`config.mk`:
```
export PLATFORM = sky130hd
export DESIGN_NAME = motion_detect_stream
export DESIGN_NICKNAME = d
export VERILOG_FILES = /design/src/rtl/motion_detect_pkg.sv /design/src/rtl/motion_detect_stream_rgb_to_gray.sv /design/src/rtl/motion_detect_stream.sv
export SDC_FILE = /design/constraint.sdc
export NUM_CORES = 1
export LEC_CHECK = 0
export BUFFER_PORTS_ARGS = -buffer_cell sky130_fd_sc_hd__buf_2
export CAP_MARGIN = 20
export CORE_MARGIN = 5
export CORE_UTILIZATION = 65
export DETAILED_ROUTE_END_ITERATION = 16
export PLACE_DENSITY = 0.86
export SLEW_MARGIN = 0
export SYNTH_ARGS = -nofsm -noshare
export SYNTH_HDL_FRONTEND = slang
export SYNTH_SLANG_ARGS = --single-unit
```
`constraint.sdc`:
```
create_clock -name clock -period 14.7 [get_ports clock]
set_input_delay 2.205 -clock clock [delete_from_list [all_inputs] [get_ports clock]]
set_output_delay 2.205 -clock clock [all_outputs]
set_load 0.01 [all_outputs]
```
`src/rtl/motion_detect_pkg.sv`:
```
// Shared types, default parameters and width helpers for the motion-detection stream.
package motion_detect_pkg;

    typedef enum logic [1:0] {
        MODE_HIGHLIGHT = 2'd0,
        MODE_MASK      = 2'd1,
        MODE_DIFF      = 2'd2,
        MODE_PASS      = 2'd3
    } mode_t;

    localparam int DEF_PIXEL_WIDTH  = 8;
    localparam int DEF_CHANNELS     = 3;
    localparam int DEF_FRAME_PIXELS = 442368;
    localparam int DEF_COUNT_WIDTH  = 20;

    // Channel sum never overflows: CHANNELS values of PIXEL_WIDTH bits each.
    function automatic int gray_sum_width(input int pixel_width, input int channels);
        return pixel_width + $clog2(channels);
    endfunction

endpackage

```
`src/rtl/motion_detect_stream_rgb_to_gray.sv`:
```
// Combinational grayscale: truncated mean of all channels of one pixel.
module rgb_to_gray
    import motion_detect_pkg::*;
#(
    parameter int PIXEL_WIDTH = DEF_PIXEL_WIDTH,
    parameter int CHANNELS    = DEF_CHANNELS
) (
    input  logic [PIXEL_WIDTH*CHANNELS-1:0] pix,
    output logic [PIXEL_WIDTH-1:0]          gray
);

    localparam int SW = gray_sum_width(PIXEL_WIDTH, CHANNELS);

    logic [SW-1:0] sum;

    always_comb begin
        sum = '0;
        for (int i = 0; i < CHANNELS; i++) begin
            sum = sum + SW'(pix[i*PIXEL_WIDTH +: PIXEL_WIDTH]);
        end
        gray = PIXEL_WIDTH'(sum / SW'(CHANNELS));
    end

endmodule

```
`src/rtl/motion_detect_stream.sv`:
```
// Three-stage FIFO-to-FIFO motion detector: grayscale both inputs, threshold the
// absolute difference, emit a mode-selected pixel and count motion pixels per frame.
module motion_detect_stream
    import motion_detect_pkg::*;
#(
    parameter int PIXEL_WIDTH  = DEF_PIXEL_WIDTH,
    parameter int CHANNELS     = DEF_CHANNELS,
    parameter int FRAME_PIXELS = DEF_FRAME_PIXELS,
    parameter int COUNT_WIDTH  = DEF_COUNT_WIDTH
) (
    input  logic                            clock,
    input  logic                            reset,
    input  logic [PIXEL_WIDTH-1:0]          thresh,
    input  logic [1:0]                      mode,
    input  logic [PIXEL_WIDTH*CHANNELS-1:0] hl_color,
    input  logic [PIXEL_WIDTH*CHANNELS-1:0] bg_dout,
    input  logic                            bg_empty,
    output logic                            bg_rd_en,
    input  logic [PIXEL_WIDTH*CHANNELS-1:0] fr_dout,
    input  logic                            fr_empty,
    output logic                            fr_rd_en,
    output logic [PIXEL_WIDTH*CHANNELS-1:0] out_din,
    input  logic                            out_full,
    output logic                            out_wr_en,
    output logic [COUNT_WIDTH-1:0]          motion_count,
    output logic                            frame_done
);

    localparam int DW  = PIXEL_WIDTH * CHANNELS;
    localparam int PCW = (FRAME_PIXELS > 1) ? $clog2(FRAME_PIXELS) : 1;
    localparam logic [PCW-1:0] LAST_IDX = PCW'(FRAME_PIXELS - 1);

    logic                   adv, pop, first_pix, last_pix;
    logic [PCW-1:0]         pix_cnt;
    logic [PIXEL_WIDTH-1:0] cfg_thresh, sel_thresh;
    mode_t                  cfg_mode, sel_mode;
    logic [DW-1:0]          cfg_color, sel_color;

    logic                   s1_valid, s1_last;
    logic [DW-1:0]          s1_bg, s1_fr, s1_color;
    logic [PIXEL_WIDTH-1:0] s1_thresh;
    mode_t                  s1_mode;

    logic                   s2_valid, s2_last;
    logic [PIXEL_WIDTH-1:0] s2_gray_bg, s2_gray_fr, s2_thresh;
    logic [DW-1:0]          s2_fr, s2_color;
    mode_t                  s2_mode;

    logic                   s3_valid, s3_last, s3_mask;
    logic [DW-1:0]          s3_data;

    logic [PIXEL_WIDTH-1:0] gray_bg, gray_fr, diff;
    logic                   mask;
    logic [DW-1:0]          pix_out;
    logic [COUNT_WIDTH-1:0] acc;

    assign adv        = !s3_valid || !out_full;
    assign pop        = reset && adv && !bg_empty && !fr_empty;
    assign bg_rd_en   = pop;
    assign fr_rd_en   = pop;
    assign out_wr_en  = reset && s3_valid && !out_full;
    assign out_din    = s3_data;
    assign frame_done = out_wr_en && s3_last;
    assign first_pix  = (pix_cnt == '0);
    assign last_pix   = (pix_cnt == LAST_IDX);

    // Config travels with each pixel so a new frame never recolours the tail of the old one.
    assign sel_thresh = first_pix ? thresh          : cfg_thresh;
    assign sel_mode   = first_pix ? mode_t'(mode)   : cfg_mode;
    assign sel_color  = first_pix ? hl_color        : cfg_color;

    always_ff @(posedge clock) begin
        if (!reset) begin
            pix_cnt    <= '0;
            cfg_thresh <= '0;
            cfg_mode   <= MODE_HIGHLIGHT;
            cfg_color  <= '0;
        end else if (pop) begin
            pix_cnt    <= last_pix ? '0 : pix_cnt + PCW'(1);
            cfg_thresh <= sel_thresh;
            cfg_mode   <= sel_mode;
            cfg_color  <= sel_color;
        end
    end

    rgb_to_gray #(.PIXEL_WIDTH(PIXEL_WIDTH), .CHANNELS(CHANNELS)) u_gray_bg (
        .pix  (s1_bg),
        .gray (gray_bg)
    );

    rgb_to_gray #(.PIXEL_WIDTH(PIXEL_WIDTH), .CHANNELS(CHANNELS)) u_gray_fr (
        .pix  (s1_fr),
        .gray (gray_fr)
    );

    always_comb begin
        diff    = (s2_gray_fr > s2_gray_bg) ? (s2_gray_fr - s2_gray_bg) : (s2_gray_bg - s2_gray_fr);
        mask    = (diff > s2_thresh);
        pix_out = s2_fr;
        case (s2_mode)
            MODE_HIGHLIGHT: pix_out = mask ? s2_color : s2_fr;
            MODE_MASK:      pix_out = {DW{mask}};
            MODE_DIFF:      pix_out = {CHANNELS{diff}};
            default:        pix_out = s2_fr;
        endcase
    end

    always_ff @(posedge clock) begin
        if (!reset) begin
            s1_valid <= 1'b0;
            s2_valid <= 1'b0;
            s3_valid <= 1'b0;
            s3_last  <= 1'b0;
            s3_mask  <= 1'b0;
            s3_data  <= '0;
        end else if (adv) begin
            s1_valid   <= pop;
            s1_bg      <= bg_dout;
            s1_fr      <= fr_dout;
            s1_last    <= last_pix;
            s1_thresh  <= sel_thresh;
            s1_mode    <= sel_mode;
            s1_color   <= sel_color;

            s2_valid   <= s1_valid;
            s2_gray_bg <= gray_bg;
            s2_gray_fr <= gray_fr;
            s2_fr      <= s1_fr;
            s2_last    <= s1_last;
            s2_thresh  <= s1_thresh;
            s2_mode    <= s1_mode;
            s2_color   <= s1_color;

            s3_valid   <= s2_valid;
            s3_data    <= pix_out;
            s3_mask    <= mask;
            s3_last    <= s2_last;
        end
    end

    always_ff @(posedge clock) begin
        if (!reset) begin
            acc          <= '0;
            motion_count <= '0;
        end else if (out_wr_en) begin
            if (s3_last) begin
                motion_count <= (acc == '1) ? acc : acc + COUNT_WIDTH'(s3_mask);
                acc          <= '0;
            end else if (s3_mask && (acc != '1)) begin
                acc <= acc + COUNT_WIDTH'(1);
            end
        end
    end

endmodule

```
# Word level (Yosys, flattened, before mapping)
# Cells that the tools add are included.
# Widths: inputs -> output; s select.
[op_classes]
n_div = 2
n_eq_ne = 5
n_lt_le_gt_ge = 2
muxes = 10
addsub = 9
reduce_logical = 18
[ops]
columns = ["cell", "count"]
rows = [
  ["$pmux 24 s3", 1],
  ["$mux 20", 3],
  ["$mux 24", 2],
  ["$add 10x8->10", 2],
  ["$add 20x1->20", 1],
  ["$add 20x1->20 const B", 1],
  ["$div 10x2->10 const B", 2],
  ["$eq 20x20->1 const B", 1],
  ["$ne 20x20->1 const B", 1],
  ["$add 19x1->19 const B", 1],
  ["$eq 19x19->1 const B", 1],
  ["$logic_not 19->1", 1],
  ["$mux 19", 1],
  ["$add 8x8->9", 2],
  ["$gt 8x8->1", 2],
  ["$mux 8", 2],
  ["$sub 8x8->8", 2],
  ["$logic_and 1x1->1", 7],
  ["$reduce_and 2->1", 3],
  ["$logic_not 1->1", 4],
  ["$eq 2x1->1 const B", 1],
  ["$eq 2x2->1 const B", 1],
  ["$logic_not 2->1", 1],
  ["$mux 2", 1],
  ["other kinds (2)", 2],
]
[word_totals]
elab_cells = 71
reg_bits = 280
output_inout_bits = 48
input_bits = 87

# Longest topological paths before layout
# Gate-level depths: netlist of run 1.
[logic_depth]
ltp_word = 5
mapped_depth = 30
mapped_depth_nobuf = 28

# Modules after synthesis
# Synthesis of run 1 repeated with hierarchy kept, for this count alone.
[unflattened]
cells_unflattened = 1434
area_unflattened_um2 = 14830.5
[by_module_without_submodules]
columns = ["mod", "area_per_inst_um2", "instances", "seq_area_each_um2", "cells_per_inst"]
rows = [
  ["motion_detect_stream", 11597.4, 1, 7186.9, 991],
  ["rgb_to_gray (u_gray_bg)", 1707.9, 1, 0.0, 242],
  ["rgb_to_gray (u_gray_fr)", 1525.2, 1, 0.0, 201],
]

# Worst setup path before layout of run 1
# No wires, ideal clock.
[synth_timing]
path_kind = "input to register"
from = "input port out_full"
to = "register s3_data[10], in the netlist out_din[10]"
setup_ns = 0.096
path_buffers = 2
stages = 7
slack_ns = 6.719
t_arrival_ns = 7.885
required_ns = 14.604
path_cell_list = "nand2_1 -> nand2_1 -> inv_1 -> clkbuf_1 -> clkbuf_1 -> o21ai_0 -> o21ai_0"
[synth_between]
elab_chain_cells = 2
[synth_rtl]
columns = ["item", "line", "source"]
rows = [
  ["from (decl)", "motion_detect_stream.sv:23", "input logic out_full,"],
  ["$logic_not 1->1", "motion_detect_stream.sv:57", "assign adv = !s3_valid || !out_full;"],
  ["$logic_or 1x1->1", "motion_detect_stream.sv:57", ""],
  ["to (signal assigned)", "motion_detect_stream.sv:135", "s3_data <= pix_out;"],
  ["to (decl)", "motion_detect_stream.sv:50", "logic [DW-1:0] s3_data;"],
]
# Every way passes these cells.
# A chain may end at the register's enable or synchronous reset.

# Final worst setup path of run 1
[layout_timing]
from = "input port reset"
to = "output port fr_rd_en"
[layout_between]
elab_chain_cells = 3
[layout_rtl]
columns = ["item", "line", "source"]
rows = [
  ["from (decl)", "motion_detect_stream.sv:12", "input logic reset,"],
  ["$logic_and 1x1->1 (3 in series)", "motion_detect_stream.sv:58", "assign pop = reset && adv && !bg_empty && !fr_empty;"],
  ["to (decl)", "motion_detect_stream.sv:21", "output logic fr_rd_en,"],
]
# Every way passes these cells.

==> results of run 1 <==
state kept, by name, indices dropped and copies added, names as in the netlist, 2 cells and up:
name	count
s1_thresh	8
acc	20
cfg_color	24
pix_cnt	19
s1_mode	2
s2_mode	2
s1_fr	24
s2_color	24
motion_count	20
out_din	24
s2_fr	24
cfg_mode	2
s1_bg	24
cfg_thresh	8
s1_color	24
s2_gray_bg	8
s2_gray_fr	8
s2_thresh	8
worst register-to-register path, delay by kind of cell, from the launching register on:
family | cells | cell delay, ns
flip-flops | 1 | 0.33
buffers and inverters | 1 | 0.05
XOR/XNOR | 1 | 0.19
AND/OR/NAND/NOR | 13 | 2.89
adder cells (fa/ha/maj) | 4 | 1.07
AO/OA/AOI/OAI | 8 | 1.22
multiplexers | 1 | 0.31
per-stage QoR:
step | setup slack (ns) | area [um^2] | hold WS [ns]
floorplan | 6.72 | 14500 | 0.400
detailed placement | 8.07 | 15400 | 0.406
finish | 8.07 | 16400 | 0.418
global route | 7.87 | 16400 | 0.424
CTS | 8.08 | 16400 | 0.416
global placement | 8.11 | 15400 | 0.401
logic make-up after synthesis:
family,synth area share [%]
DFF,49.4
muxes,4.85
and+or+nand+nor,14.8
adders and majority gates,6.32
xor gates and xnor gates,5.42
AOI/OAI and AO/OA,15.7
buffers and inverters,3.43
power breakdown:
group / internal (mW) / switching [mW] / leakage (nW)
Clock: 0.452 / 0.304 / 0.488
Combinational: 0.597 / 0.853 / 3.46
Sequential: 0.935 / 0.0604 / 2.54
Total: 1.98 / 1.22 / 6.49
metal layers:
layer,global-route usage (%),vias to the layer above,routed length (um)
met5,0,-,0
met4,9.59,0,1300
met3,4.35,97,2330
met2,44.4,463,16400
met1,32.8,5348,13400
li1,-,5358,-
worst paths after layout:
kind                              startpoint             to  depth (start not counted)
worst min-delay path            s1_thresh[6]   s2_thresh[6]                          0
worst min register to register  s1_thresh[6]   s2_thresh[6]                          0
worst max register to register      s1_bg[0]  s2_gray_bg[0]                         28
worst max-delay path                   reset       fr_rd_en                          7
cells in the mapped netlist, types with 40 or more instances:
master	instances
nand2_1	183
edfxtp_1	158
dfxtp_1	122
o21ai_0	87
nor2_1	85
a21oi_1	69
inv_1	65
ha_1	63
clkbuf_1	51
nand3_1	51
xnor2_1	45
mux2_2	41
xor2_1	40
layout make-up:
type | count | area [um^2] | share of cell area, %
Clock inverter | 17 | 204 | 1.24
Clock buffer | 35 | 790 | 4.82
Multi-Input combinational cell | 1015 | 6870 | 41.9
Timing Repair Buffer | 143 | 738 | 4.50
Tap cell | 280 | 350 | 2.14
Inverter | 66 | 258 | 1.57
Sequential cell | 280 | 7190 | 43.8
==> flow_metrics.py, run 1 <==
metrics = {
    "critical_path": {
        "cp_slowest_cell": "buf_4",
        "max_stage_delay_ns": 0.46,
        "cp.required_ns": 12.49,
        "path_class": "primary input to output pin",
        "path_max_fanout": 61,
        "ff2ff_setup_slack_ns": 8.40,
        "critical_path_buf_inv_count": 5,
        "crit_chain": "buf_2 -> buf_4 -> nand2_1 -> or3_1 -> buf_4 -> inv_1 -> buf_2",
        "start_kind": "primary input",
        "arrival_ns": 4.42,
        "worst_setup_path_end_kind": "output pin",
        "cp_top_family": "buffers and inverters",
    },
    "pwr": {
        "pwr_density_cell_nw_per_um2": 195,
        "ir_drop_uv": 214,
        "power.leakage_nw": 6.49,
        "power_mw": 3.20,
    },
    "place": {
        "place_congestion": 0.901,
        "dp_hpwl_mm": 23.0,
        "port_buffers": 134,
        "place_inst": 1784,
    },
    "cells_and_area": {
        "n_antenna_cell": 0,
        "fillers": 1463,
        "layout.cells.non_filler": 1836,
        "final_common_cell": "nand2_1",
        "synthToLayoutAreaGrowth_pct": 12.7,
        "final_nets": 1690,
        "utilization_pct": 74.7,
        "mostFrequentLayoutCells": "nand2_1 (183), edfxtp_1 (158), buf_2 (134)",
        "drive_gt1_share_pct": 18.5,
    },
    "global_route": {
        "grt_max_degree": 71,
        "grt_usage_pct": 25.8,
        "grt_overflow": 0,
        "grt_pass1_vias": 11100,
        "grt_first_pass_wirelength_mm": 55.2,
        "antenna_found_initial": 0,
    },
    "timing": {
        "hold_viol": 0,
        "finalSetupViolCount": 0,
        "timing.final.crit_share_pct": 45.1,
        "worstMarginPinSlew_ns": 1.03,
        "fin_skew_ns": 0.0210,
        "grt_setup_unrepaired": "no",
        "timing.fmax_ghz": 0.151,
        "slew_violations": 0,
        "fin_tns_setup_ns": 0,
        "period_minus_slack_ns": 6.63,
        "maxSlewHeadroom_pct": 30.8,
    },
    "synth": {
        "synth_flop_cell": "edfxtp_1",
        "synth_cells": 1420,
        "syn_area_per_cell_um2": 10.2,
        "synth_edf_count": 158,
        "synthesis.nets": 1576,
        "syn_area_um2": 14500,
        "yosysWarnings": 0,
        "synth-seq-cells": 280,
        "synthTopCellsByArea": "edfxtp_1 (33%), dfxtp_1 (17%), ha_1 (5.4%)",
        "synthDistinctLibCells": 97,
        "synth_top_cell_area_share_pct": 32.6,
        "synth_seq_area_share_pct": 49.4,
        "synth_top_area_cell": "edfxtp_1",
        "async_flop_share_pct": 0,
    },
    "die": {
        "start_util_pct": 66.2,
        "die_w_um": 160,
        "die_h_um": 160,
        "core-area_um2": 22000,
        "io_pins": 135,
        "dieArea_um2": 25500,
        "rows": 54,
    },
    "routing": {
        "via_count": 11300,
        "via_per_inst": 6.14,
        "drtIter0Drc": 910,
        "wl_per_cell_um": 18.2,
        "drt-pass1-iter-count": 6,
        "ant_nets": 0,
        "wirelength_mm": 33.4,
        "drc_errors": 0,
    },
    "clock_network": {
        "clk_latency_ns": 0.55,
        "holdBufCountCts": 0,
        "cts_max_level": 1,
        "post_cts_resize_count": 0,
        "clock_sinks": 280,
        "cts_setup_buffers": 0,
        "cts_tree": "yes",
        "clk_path_buf_depth": 3,
        "cts-root-buf": "clkbuf_16",
        "clk_pin_slew_ns": 0.07,
        "numCtsBuffers": 28,
    },
    "job": {
        "maxCapViolCount": 0,
    },
    "min_path": {
        "hold_class": "flop to flop",
    },
    "status": {
        "outcome": "finished, final reports clean",
    },
}
Power figures use the tool's default switching activity.
==> inputs of run 2 (changes only) <==
- ABC_AREA: default -> 1
- CORE_UTILIZATION: 65 -> 54
- PLACE_DENSITY: 0.86 -> 0.77
- clock period: 14.7 -> 5.35 ns (I/O delays scaled with it)
==> flow_metrics.py, run 2 <==
metrics = {
    "clock_network": {
        "clk_path_buf_depth": 3,
        "clock_sinks": 280,
        "cts_max_level": 1,
        "clk_pin_slew_ns": 0.06,
        "cts-root-buf": "clkbuf_16",
        "numCtsBuffers": 30,
        "cts_tree": "yes",
        "clk_latency_ns": 0.57,
        "holdBufCountCts": 0,
    },
    "routing": {
        "routed.top_layer": "met4",
        "wirelength_mm": 31.8,
        "ant_nets": 0,
        "dr_wl_met3_mm": 2.12,
        "via_per_inst": 5.37,
        "drt-pass1-iter-count": 5,
        "drc_errors": 0,
        "wl_met1_mm": 13.5,
        "via_count": 11100,
        "wl_met2_mm": 15.1,
        "wl_per_cell_um": 15.4,
        "drtIter0Drc": 714,
    },
    "timing": {
        "maxSlewHeadroom_pct": 46.7,
        "finalSetupViolCount": 0,
        "fin_ws_ns": 0.121,
        "period_minus_slack_ns": 5.23,
        "hold_viol": 0,
        "fin_tns_setup_ns": 0,
        "timing.final.crit_share_pct": 97.7,
        "fin_skew_ns": 0.0171,
        "timing.fmax_ghz": 0.191,
        "slew_violations": 0,
        "hold_ws_ns": 0.405,
        "worstMarginPinSlew_ns": 0.798,
    },
    "synth": {
        "synthDistinctLibCells": 48,
        "synth.most_common_cell": "nand2_1",
        "synth_cells": 1556,
        "syn_area_per_cell_um2": 8.82,
        "synthTopCellsByCount": "nand2_1 (378), inv_1 (194), edfxtp_1 (158), o21ai_0 (158), dfxtp_1 (122)",
        "syn_area_um2": 13700,
        "async_flop_share_pct": 0,
        "synthTopCellsByArea": "edfxtp_1 (35%), dfxtp_1 (18%), nand2_1 (10%)",
        "synth_top_cell_area_share_pct": 34.6,
        "yosysWarnings": 0,
        "synth_edf_count": 158,
        "synth_top_area_cell": "edfxtp_1",
        "synth-seq-cells": 280,
        "synthesis.nets": 1712,
        "synth_flop_cell": "edfxtp_1",
        "synth_seq_area_share_pct": 52.3,
    },
    "critical_path": {
        "cp_top_family": "simple AND/OR/NAND/NOR gates",
        "max_stage_delay_ns": 0.41,
        "crit_cells": 40,
        "path_max_fanout": 4,
        "cp_slowest_cell": "fa_1",
        "arrival_ns": 5.53,
        "r2r.worst_path.cells": 40,
        "cp.required_ns": 5.65,
        "start_kind": "flop",
        "crit_path_frequent_cell": "nand2_2",
        "path_class": "flop to flop",
        "critical_path_buf_inv_count": 9,
        "worst_setup_path_end_kind": "flop",
        "ff2ff_setup_slack_ns": 0.12,
    },
    "cells_and_area": {
        "stdcell_area_um2": 16200,
        "drive_gt1_share_pct": 17.9,
        "synthToLayoutAreaGrowth_pct": 18.3,
        "layout.cells.non_filler": 2070,
        "utilization_pct": 64.7,
        "final_nets": 1870,
        "final_common_cell": "nand2_1",
        "fillers": 2016,
        "mostFrequentLayoutCells": "nand2_1 (356), inv_1 (192), o21ai_0 (158), edfxtp_1 (158), buf_2 (134)",
    },
    "die": {
        "io_pins": 135,
        "rows": 58,
        "die_w_um": 169,
        "dieArea_um2": 28700,
        "die_h_um": 169,
        "core-area_um2": 25100,
        "start_util_pct": 54.7,
    },
    "min_path": {
        "hold_class": "primary input to flop",
        "min_path_cells": 1,
    },
    "global_route": {
        "grt_max_degree": 85,
        "grt_pass1_vias": 10500,
        "grt_first_pass_wirelength_mm": 50.0,
        "antenna_found_initial": 2,
        "grt_usage_pct": 21.0,
        "grt_overflow": 0,
    },
    "place": {
        "place_inst": 1993,
        "port_buffers": 134,
        "place_congestion": 0.884,
        "dp_hpwl_mm": 22.2,
        "pre_cts_ws_ns": 0.289,
        "placed_area_um2": 14800,
    },
    "pwr": {
        "ir_drop_uv": 440,
        "pwr_density_cell_nw_per_um2": 566,
        "power.leakage_nw": 7.01,
        "power_mw": 9.19,
    },
    "job": {
        "maxCapViolCount": 0,
    },
    "status": {
        "outcome": "finished, final reports clean",
    },
}
run 2: changes by cell type after synthesis, moves of 18 or more:
cell | previous run | this run
nand2_1 | 183 | 378
o21ai_0 | 87 | 158
xor2_1 | 40 | 22
xnor2_1 | 45 | 19
nand2_2 | 1 | 19
a31oi_1 | 8 | 40
mux2_2 | 41 | 0
a21boi_0 | 36 | 0
inv_1 | 65 | 194
clkbuf_1 | 51 | 33
run 2: worst register-to-register path: cells and delay by family, from the launching register on:
| kind | cells | cell delay [ns] |
|---|---|---|
| AO/OA/AOI/OAI | 5 | 0.63 |
| XOR/XNOR | 1 | 0.37 |
| adder cells (fa/ha/maj) | 4 | 1.13 |
| buffers and inverters | 9 | 0.56 |
| flip-flops | 1 | 0.34 |
| AND/OR/NAND/NOR | 21 | 1.96 |
run 2: cells by family (layout without fill, tap and decap cells):
| logic type | after synthesis | in the layout | synth area share, % |
|---|---|---|---|
| DFF | 280 | 280 | 52.3 |
| xor gates and xnor gates | 41 | 41 | 2.62 |
| other | 0 | 2 | 0 |
| buffers and inverters | 244 | 426 | 6.72 |
| muxes | 2 | 2 | 0.146 |
| AOI/OAI and AO/OA | 325 | 325 | 13.1 |
| adders and majority gates | 69 | 69 | 6.62 |
| and+or+nand+nor | 595 | 595 | 18.4 |
run 2: metal layers:
metal | vias to the layer above | track usage (%)
met4 | 0 | 7.18
met2 | 358 | 35.0
met5 | - | 0
met3 | 72 | 3.03
li1 | 5549 | -
met1 | 5127 | 28.4
run 2: worst paths after layout:
check,startpoint,end
hold reg to reg,s1_thresh[7],s2_thresh[7]
hold / removal,bg_dout[21],s1_bg[21]
setup reg to reg,s1_bg[8],s2_gray_bg[0]
setup / recovery,s1_bg[8],s2_gray_bg[0]
run 2: cell type report:
cell class / instances / area (um^2) / share of cell area [%]
clock buffer: 36 / 783 / 4.82
tap: 330 / 413 / 2.54
antenna: 2 / 5.00 / 0.0308
timing repair buffer: 163 / 921 / 5.67
inverter: 207 / 782 / 4.82
sequential: 280 / 7190 / 44.3
clock inverter: 20 / 325 / 2.00
multi-input combinational: 1032 / 5820 / 35.8
run 2: report_power, final:
part / switching, mW / total (mW) / internal [mW]
Combinational: 2.75 / 4.22 / 1.47
Sequential: 0.121 / 2.69 / 2.57
Clock: 0.878 / 2.27 / 1.40
run 2: repair_timing:
action	4_1_cts	5_1_grt
gates resized for setup	0	48
buffers inserted	0	18
setup endpoints to repair	0	3
==> inputs of run 3 (changes only) <==
- REMOVE_ABC_BUFFERS: default -> 1
==> flow_metrics.py, run 3 (synthesis gave the netlist of run 2 again) <==
metrics = {
    "timing": {
        "maxSlewHeadroom_pct": 33.2,
        "timing.final.crit_share_pct": 97.0,
        "period_minus_slack_ns": 5.19,
        "timing.fmax_ghz": 0.193,
        "grt_setup_unrepaired": "yes",
        "hold_ws_ns": 0.408,
        "finalSetupViolCount": 0,
        "fin_skew_ns": 0.0146,
        "slew_violations": 0,
        "hold_viol": 0,
        "worstMarginPinSlew_ns": 0.996,
    },
    "clock_network": {
        "cts_tree": "yes",
        "cts_max_level": 1,
        "clk_latency_ns": 0.56,
        "clk_path_buf_depth": 3,
        "cts-root-buf": "clkbuf_16",
        "clk_pin_slew_ns": 0.06,
        "clock_sinks": 280,
        "numCtsBuffers": 29,
    },
    "critical_path": {
        "start_kind": "flop",
        "crit_cells": 40,
        "r2r.worst_path.cells": 40,
        "cp_top_family": "simple AND/OR/NAND/NOR gates",
        "arrival_ns": 5.49,
        "cp_slowest_cell": "edfxtp_1",
        "worst_setup_path_end_kind": "flop",
        "r2r-start": "s1_fr[10]",
        "r2r_end": "s2_gray_fr[0]",
        "crit_path_frequent_cell": "nand2_2",
        "path_max_fanout": 4,
        "max_stage_delay_ns": 0.43,
        "ff2ff_setup_slack_ns": 0.16,
        "path_class": "flop to flop",
        "critical_path_buf_inv_count": 3,
        "cp.required_ns": 5.66,
    },
    "place": {
        "dp_hpwl_mm": 23.2,
        "place_inst": 1992,
        "place_congestion": 0.906,
        "port_buffers": 134,
    },
    "global_route": {
        "grt_overflow": 0,
        "antenna_found_initial": 2,
        "grt_first_pass_wirelength_mm": 50.9,
        "grt_max_degree": 88,
        "grt_pass1_vias": 10500,
        "grt_usage_pct": 21.4,
    },
    "routing": {
        "via_per_inst": 5.42,
        "drt-pass1-iter-count": 6,
        "drc_errors": 0,
        "via_count": 11200,
        "wirelength_mm": 32.7,
        "drtIter0Drc": 903,
        "wl_per_cell_um": 15.8,
        "ant_nets": 0,
    },
    "die": {
        "io_pins": 135,
        "dieArea_um2": 28700,
        "core-area_um2": 25100,
        "die_w_um": 169,
        "die_h_um": 169,
        "rows": 58,
        "start_util_pct": 54.7,
    },
    "status": {
        "outcome": "finished, final reports clean",
    },
    "cells_and_area": {
        "layout.cells.non_filler": 2061,
        "n_antenna_cell": 0,
        "final_common_cell": "nand2_1",
        "regArea_um2": 7190,
        "mostFrequentLayoutCells": "nand2_1 (360), inv_1 (192), o21ai_0 (158), edfxtp_1 (158), buf_2 (134)",
        "multi_input_area_um2": 5830,
        "fillers": 2093,
        "drive_gt1_share_pct": 17.6,
        "synthToLayoutAreaGrowth_pct": 16.7,
        "final_nets": 1864,
    },
    "job": {
        "maxCapViolCount": 0,
    },
    "pwr": {
        "power_mw": 8.78,
        "ir_drop_uv": 557,
        "power.leakage_nw": 6.93,
        "pwr_density_cell_nw_per_um2": 548,
    },
    "min_path": {
        "hold_path_startpoint": "s1_color[0]",
        "hold_class": "flop to flop",
        "min_path_cells": 0,
        "hold_end": "s2_color[0]",
    },
}
run 3: cell types whose count changed in the layout (fill, tap and decap cells not counted), sizes merged, moves of 3 or more:
cell and change:
buf -5, bufinv -6, clkbuf +7, clkinv -4
inv +3
run 3: worst max path at each step:
stage                   start             to  slack, ns
floorplan            out_full     out_din[0]       0.33
global placement     s1_fr[2]  s2_gray_fr[0]       0.49
detailed placement   s1_fr[2]  s2_gray_fr[0]       0.18
CTS                  s1_fr[2]  s2_gray_fr[0]       0.15
global route        s1_fr[10]  s2_gray_fr[0]      -0.18
finish              s1_fr[10]  s2_gray_fr[0]       0.16
run 3: worst register-to-register path, delay by kind of cell (launching register included):
family | cells | cell delay (ns)
fa+ha+maj | 3 | 0.90
compound gates | 8 | 1.18
buf+inv | 3 | 0.15
xor+xnor | 1 | 0.08
flops | 1 | 0.43
simple gates | 25 | 2.20
run 3: what timing repair did:
| item | 4_1_cts | 5_1_grt |
|---|---|---|
| gates resized for setup | 0 | 52 |
| hold buffers | 0 | 0 |
| setup buffers | 0 | 15 |
| setup endpoints to repair | 0 | 4 |
run 3: layer usage:
layer | track usage [%] | up-vias | wire length (um)
li1 | - | 5536 | -
met1 | 28.0 | 5239 | 13700
met2 | 37.3 | 322 | 16200
met3 | 3.47 | 70 | 1870
met4 | 5.95 | 4 | 912
met5 | 0 | - | 24
run 3: final cells by class:
type                            instances  area share, %
Clock buffer                           43           5.25
Clock inverter                         11          0.640
Inverter                              207           4.88
Multi-Input combinational cell       1032           36.4
Sequential cell                       280           44.9
Tap cell                              330           2.58
Timing Repair Buffer                  158           5.39
run 3: power by group:
part           internal [mW]  total, mW  switching [mW]
clock network           1.14       1.98           0.837
logic                   1.42       4.10            2.68
registers               2.57       2.69           0.121
total                   5.13       8.78            3.64
run 3: metrics by stage:
step	util, %	worst slack, ns	area [um^2]	setup TNS, ns
after floorplan	-	0.333	13600	0
after global placement	58.8	0.487	14800	0
after detailed placement	58.8	0.181	14800	0
after CTS	62.5	0.153	15700	0
after global routing	63.8	-0.184	16000	-0.257
final	63.8	0.163	16000	0
